## src/rtl/bit_serializer_if.sv

```systemverilog
// rtl/bit_serializer_if.sv - word-in / bit-out handshake bundle for bit_serializer
interface bit_serializer_if #(
  parameter int WIDTH = 8
);
  logic             in_valid;
  logic [WIDTH-1:0] in_data;
  logic             in_ready;
  logic             ser_en;
  logic             ser_bit;
  logic             ser_valid;
  logic             ser_last;
  logic             busy;

  modport slave (
    input  in_valid, in_data, ser_en,
    output in_ready, ser_bit, ser_valid, ser_last, busy
  );

  modport master (
    output in_valid, in_data, ser_en,
    input  in_ready, ser_bit, ser_valid, ser_last, busy
  );
endinterface

```

## src/rtl/bit_serializer.sv

```systemverilog
// rtl/bit_serializer.sv - parallel word to 1-bit stream serializer, zero-gap back-to-back words
module bit_serializer #(
  parameter int WIDTH     = 8,
  parameter bit MSB_FIRST = 1'b1
) (
  input  logic             clk,
  input  logic             rst_n,
  bit_serializer_if.slave  bus
);
  localparam int             CW   = $clog2(WIDTH);
  localparam logic [CW-1:0]  LAST = CW'(WIDTH - 1);

  typedef enum logic {IDLE, SHIFT} state_t;

  state_t           state_q, state_d;
  logic [CW-1:0]    cnt_q, cnt_d;
  logic [WIDTH-1:0] sr_q, sr_d;

  logic in_ready_w, ser_bit_w, ser_valid_w, ser_last_w, busy_w;
  logic accept_w;

  always_ff @(posedge clk or negedge rst_n) begin
    if (!rst_n) begin
      state_q <= IDLE;
      cnt_q   <= '0;
      sr_q    <= '0;
    end else begin
      state_q <= state_d;
      cnt_q   <= cnt_d;
      sr_q    <= sr_d;
    end
  end

  always_comb begin
    accept_w = bus.in_valid & in_ready_w;
    state_d  = state_q;
    cnt_d    = cnt_q;
    sr_d     = sr_q;
    if (state_q == SHIFT && bus.ser_en) begin
      if (cnt_q == LAST) begin
        state_d = IDLE;
        cnt_d   = '0;
        sr_d    = '0;
      end else begin
        cnt_d = cnt_q + 1'b1;
        sr_d  = MSB_FIRST ? {sr_q[WIDTH-2:0], 1'b0} : {1'b0, sr_q[WIDTH-1:1]};
      end
    end
    // A reload on the final bit overrides the return to IDLE, giving no bubble.
    if (accept_w) begin
      state_d = SHIFT;
      cnt_d   = '0;
      sr_d    = bus.in_data;
    end
  end

  always_comb begin
    in_ready_w  = 1'b0;
    ser_bit_w   = 1'b0;
    ser_valid_w = 1'b0;
    ser_last_w  = 1'b0;
    busy_w      = 1'b0;
    if (state_q == IDLE) begin
      in_ready_w = 1'b1;
    end else begin
      in_ready_w  = (cnt_q == LAST) && bus.ser_en;
      ser_valid_w = 1'b1;
      busy_w      = 1'b1;
      ser_last_w  = (cnt_q == LAST);
      ser_bit_w   = MSB_FIRST ? sr_q[WIDTH-1] : sr_q[0];
    end
  end

  assign bus.in_ready  = in_ready_w;
  assign bus.ser_bit   = ser_bit_w;
  assign bus.ser_valid = ser_valid_w;
  assign bus.ser_last  = ser_last_w;
  assign bus.busy      = busy_w;
endmodule

```

## src/flat_wrapper.sv

```systemverilog
// flat-port wrapper written by rule: the top's interface ports become plain ports
module bit_serializer_flat 
#(
  parameter int WIDTH     = 8,
  parameter bit MSB_FIRST = 1'b1
)
  (clk, rst_n, bus_in_valid, bus_in_data, bus_ser_en, bus_in_ready, bus_ser_bit, bus_ser_valid, bus_ser_last, bus_busy);
  bit_serializer_if #(.WIDTH(WIDTH)) bus_i ();
  input  logic clk;
  input  logic rst_n;
  input wire logic [$bits(bus_i.in_valid)-1:0] bus_in_valid;
  input wire logic [$bits(bus_i.in_data)-1:0] bus_in_data;
  input wire logic [$bits(bus_i.ser_en)-1:0] bus_ser_en;
  output wire logic [$bits(bus_i.in_ready)-1:0] bus_in_ready;
  output wire logic [$bits(bus_i.ser_bit)-1:0] bus_ser_bit;
  output wire logic [$bits(bus_i.ser_valid)-1:0] bus_ser_valid;
  output wire logic [$bits(bus_i.ser_last)-1:0] bus_ser_last;
  output wire logic [$bits(bus_i.busy)-1:0] bus_busy;
  assign bus_i.in_valid = bus_in_valid;
  assign bus_i.in_data = bus_in_data;
  assign bus_i.ser_en = bus_ser_en;
  assign bus_in_ready = bus_i.in_ready;
  assign bus_ser_bit = bus_i.ser_bit;
  assign bus_ser_valid = bus_i.ser_valid;
  assign bus_ser_last = bus_i.ser_last;
  assign bus_busy = bus_i.busy;
  bit_serializer #(.WIDTH(WIDTH), .MSB_FIRST(MSB_FIRST)) u_core (.clk(clk), .rst_n(rst_n), .bus(bus_i));
endmodule
```

## config.mk

```make
export PLATFORM = sky130hd
export DESIGN_NAME = bit_serializer_flat
export DESIGN_NICKNAME = d
export VERILOG_FILES = /design/src/rtl/bit_serializer_if.sv /design/src/rtl/bit_serializer.sv /design/src/flat_wrapper.sv
export SDC_FILE = /design/constraint.sdc
export NUM_CORES = 1
export LEC_CHECK = 0
export ABC_AREA = 1
export ABC_CLOCK_PERIOD_IN_PS = 1600
export BUFFER_PORTS_ARGS = -buffer_cell sky130_fd_sc_hd__buf_2
export CORE_MARGIN = 2
export CORE_UTILIZATION = 50
export CTS_CLUSTER_DIAMETER = 150
export CTS_CLUSTER_SIZE = 16
export DETAILED_ROUTE_END_ITERATION = 6
export PLACE_DENSITY = 0.76
export SLEW_MARGIN = 20
export SYNTH_ARGS = -nofsm -noshare
export SYNTH_HDL_FRONTEND = slang
export SYNTH_SLANG_ARGS = --single-unit
```

## constraint.sdc

```tcl
create_clock -name clk -period 1.6 [get_ports clk]
set_clock_uncertainty 0.15 [all_clocks]
set_input_delay 0.24 -clock clk [delete_from_list [all_inputs] [get_ports clk]]
set_output_delay 0.24 -clock clk [all_outputs]
set_load 0.01 [all_outputs]
```

Word level (Yosys, flattened, before mapping):

Index checks and enable logic that the tools add are counted.
W data, S select, Z words.

* $add $sub $neg: 1
* multipliers: 0
* divide/modulo/power cells: 0
* $lt $le $gt $ge: 0
* eq/ne operators: 1
* shift-type cells: 0
* muxes and demuxes: 13
* bitwise operators: 1
* reduce and logical (&&, ||, !) cells: 5

Operator list (number)
* $mux W8: 3
* $mux W3: 3
* $mux W1: 7
* $reduce_bool A2 Y1: 2
* $add A3 B1 Y3 const B: 1
* $eq A3 B3 Y1 const B: 1
* $logic_and A1 B1 Y1: 2
* $reduce_and A2 Y1: 1
* $and A1 B1 Y1: 1

* register bits: 12
* latch bits: 0
* memory bits (writable): 0
* bits in read-only memories: 0
* output and inout bits: 5
* memories: 0

Depth between registers and ports, before layout:

* depth after elaboration: 6
* mapped depth: 8
* depth with buffers taken out: 8

Least setup slack after synthesis:

Ideal clock, no wire load.

* path kind: register to register
* from: register u_core.cnt_q[0]
* to: register u_core.sr_q[1]
* library setup time: 0.117 ns
* arrival: 1.224 ns
* data required time: 1.333 ns
* path slack: 0.109 ns
* stages on the path, launching flop included: 9
* clock period less this slack: 1.491 ns
* path through: dfrtp_1 > ha_1 > ha_1 > nand2_1 > nand2_1 > nand2_1 > nand2_1 > nand3_1 > nand2_1

* word-level cells in the longest chain between the ends: 5

Ends and longest elaborated chain
* from (decl): line bit_serializer.sv:16 `logic [CW-1:0] cnt_q, cnt_d;`
* from (signal assigned): line bit_serializer.sv:29 `cnt_q <= cnt_d;`
* $eq A3 B3 Y1 (*): line bit_serializer.sv:40, bit_serializer.sv:66
* $logic_and A1 B1 Y1: line bit_serializer.sv:66 `in_ready_w = (cnt_q == LAST) && bus.ser_en;`
* $mux W1: line bit_serializer.sv:63 `if (state_q == IDLE) begin`
* $and A1 B1 Y1: line bit_serializer.sv:35 `accept_w = bus.in_valid & in_ready_w;`
* $mux W8 or $reduce_bool A2 Y1 (tied branches)
* to (signal assigned): line bit_serializer.sv:30 `sr_q <= sr_d;`
* to (decl): line bit_serializer.sv:17 `logic [WIDTH-1:0] sr_q, sr_d;`

Every way passes the cells marked *; elsewhere a longest branch is shown, timed or not. The select of a mux whose other input is x is not followed.
A chain may end at the register's enable or synchronous reset.

Worst setup path in the final report:

* from: register u_core.cnt_q[0]
* to: output bus_ser_last

* word-level cells in the longest chain between the ends: 2

Ends and longest elaborated chain
* $eq A3 B3 Y1: line bit_serializer.sv:69 `ser_last_w = (cnt_q == LAST);`
* $mux W1: line bit_serializer.sv:63
* to (decl): line flat_wrapper.sv:17 `output wire logic [$bits(bus_i.ser_last)-1:0] bus_ser_last;`

Every way passes these cells.

==> results.txt <==
Synth warnings: 0
clock latency on the worst-skew pair: 0.27 ns
DRT Pass-1 Iters: 4
leakage power: 0.000542 uW
Core Util, Final: 71.9%
r2r endpoint: u_core.cnt_q[1]
root buf cell: clkbuf_4
starting DRC count in detailed routing: 18
Rows: 13
initial antenna violation count: 0
DRC viols: 0
Die Area: 1670 um^2
DP Wirelength: 1050 um
DR vias/cell: 5.05
Post-Syn Nets: 107
GRT Resource Usage Total: 23.1%
Filler cells: 97
synthesized instance count: 93
Wirelength per Cell: 11.7 um
CP startpoint kind: flop
status: finished with violations
FMAX: 585 MHz
DP Area: 778 um^2
Hold Startpoint: bus_in_data[0]
PortBufs: 16
min cycle time layout: 1.71 ns
power after layout: 1180 uW
WHS Endpoint: u_core.sr_q[0]
Critical Path End Type: output port
# Max-Cap Violations: 0
Worst R2R Path Depth: 8
max-slew violation count: 0
pre-CTS WS: -0.0285 ns
io pins: 17
nets@finish: 134
Pwr Density: 1270 nW/um^2
failing checks: negative setup slack
Final ANT Viol Nets: 0
crit path kind: reg -> out
Mapped Area: 679 um^2
TritonCTS clock tree: yes
register bit count reported by yosys: 12
Syn-to-layout area delta: 35.9%
Worst VDD drop: 0.709 mV
worst-margin pin slew: 0.293 ns
Hold Crit Depth: 3
worst flop-to-flop path startpoint: u_core.cnt_q[1]
Num CTS Buffers: 3
Worst EP required: 1.21 ns
DRT Wirelength: 1570 um
Max FO, Critical Path: 2
share of cells above drive strength 1: 39.5%
Multi-input gate area: 338 um^2
Final period util: 107%
Final Hold Vio Count: 0
final setup fails: 6
starting density of the core: 52.9%
n_diodes: 0
clock tree buffer depth: 2
Final Cell Area: 923 um^2
total clock sinks: 12
vias in the first global route: 605
RSZ-0062 raised after global routing: true
first-pass GRT wire length: 2510 um
FF/Latch Area: 300 um^2
R2R Setup Slk: -0.05 ns
clock-pin slew on the worst setup and hold paths: 0.08 ns
post-synth cell types: 11
total grt overflow: 0
setup ws final: -0.109 ns
slew margin rel.: 80.4%
Die H: 40.9 um
critical path arrival: 1.32 ns
Post-Synthesis Mean Instance Area: 7.31 um^2
sequential fraction of the synthesis area: 44.2%
gpl congestion: 0.864
final hold slack: 0.0607 ns
largest net degree at the start of global routing: 13
DIE WIDTH: 40.9 um
vias post-DR: 677
htree depth: 1
hold crit path type: in -> reg
Core ar.: 1280 um^2
cells in the mapped netlist (all sizes together):
library cell	number	area (um^2)
inv	13	48.8
buf	4	37.5
nand2	42	158
nand3	17	85.1
ha	2	25.0
dfrtp	12	300
o31ai	1	7.51
nor2	2	17.5
worst max path at each step:
stage | slack (ns) | end | startpoint
2_1_floorplan | 0.11 | u_core.sr_q[1] | u_core.cnt_q[0]
3_3_place_gp | 0.02 | u_core.sr_q[4] | u_core.cnt_q[0]
3_5_place_dp | -0.03 | u_core.sr_q[5] | u_core.cnt_q[0]
4_1_cts | -0.12 | bus_ser_last | u_core.cnt_q[1]
5_1_grt | -0.16 | bus_ser_last | u_core.cnt_q[0]
6_report | -0.11 | bus_ser_last | u_core.cnt_q[0]
layer usage:
metal | wire length (um) | up-vias | GRT usage, %
met1 | 673 | 316 | 28.3
met5 | 0 | - | 0
met2 | 806 | 25 | 42.2
met4 | 0 | 0 | 5.00
met3 | 91 | 0 | 3.26
li1 | - | 336 | -
flip-flops by register name (all words and copies together) (netlist names):
signal / count
u_core.state_q: 1
u_core.cnt_q: 3
u_core.sr_q: 8
power breakdown:
part           switching, uW  leakage [uW]  internal [uW]
registers               69.6      0.000155            401
logic                    238      0.000365            224
clock network            106     0.0000210            138
total                    414      0.000542            763
critical path: stages (launching register included):
cell and delay [ns]:
dfrtp_1 0.39, ha_2 0.20, ha_4 0.16, buf_6 0.11
nand2_2 0.05, inv_2 0.03, buf_6 0.10
placed cells by master (no fill, tap or decap), types with 3 or more instances in the layout:
master / instances
buf_6: 4
clkbuf_4: 3
buf_4: 7
inv_1: 8
nand3_1: 16
dfrtp_1: 12
nand2_2: 7
nand2_1: 34
inv_2: 4
buf_2: 14
stage by stage:
step           std cells  setup TNS [ns]
5_1_grt              134           -1.06
3_5_place_dp         125         -0.0910
2_1_floorplan         93               0
3_3_place_gp         125               0
4_1_cts              133          -0.222
6_report             134          -0.288
cell type report:
type / count / share of cell area, %
Clock buffer: 4 / 3.93
Inverter: 13 / 5.69
Multi-Input combinational cell: 64 / 36.6
Sequential cell: 12 / 32.5
Tap cell: 15 / 2.03
Timing Repair Buffer: 26 / 19.2
cells by family (layout without fill, tap and decap cells):
family	count (synthesis)	after routing	share of synthesized area (%)
DFF	12	12	44.2
and+or+nand+nor	61	61	38.3
buffers and inverters	17	43	12.7
adders and majority gates	2	2	3.68
AOI/OAI and AO/OA	1	1	1.11
repair_timing:
action | CTS | global route
gates resized for setup | 9 | 10
setup buffers | 3 | 1
endpoints found under the hold margin | 12 | 0
setup endpoints to repair | 9 | 11
pin swaps | 2 | 2
hold buffers | 1 | 0
(Power assumes the default switching activity.)
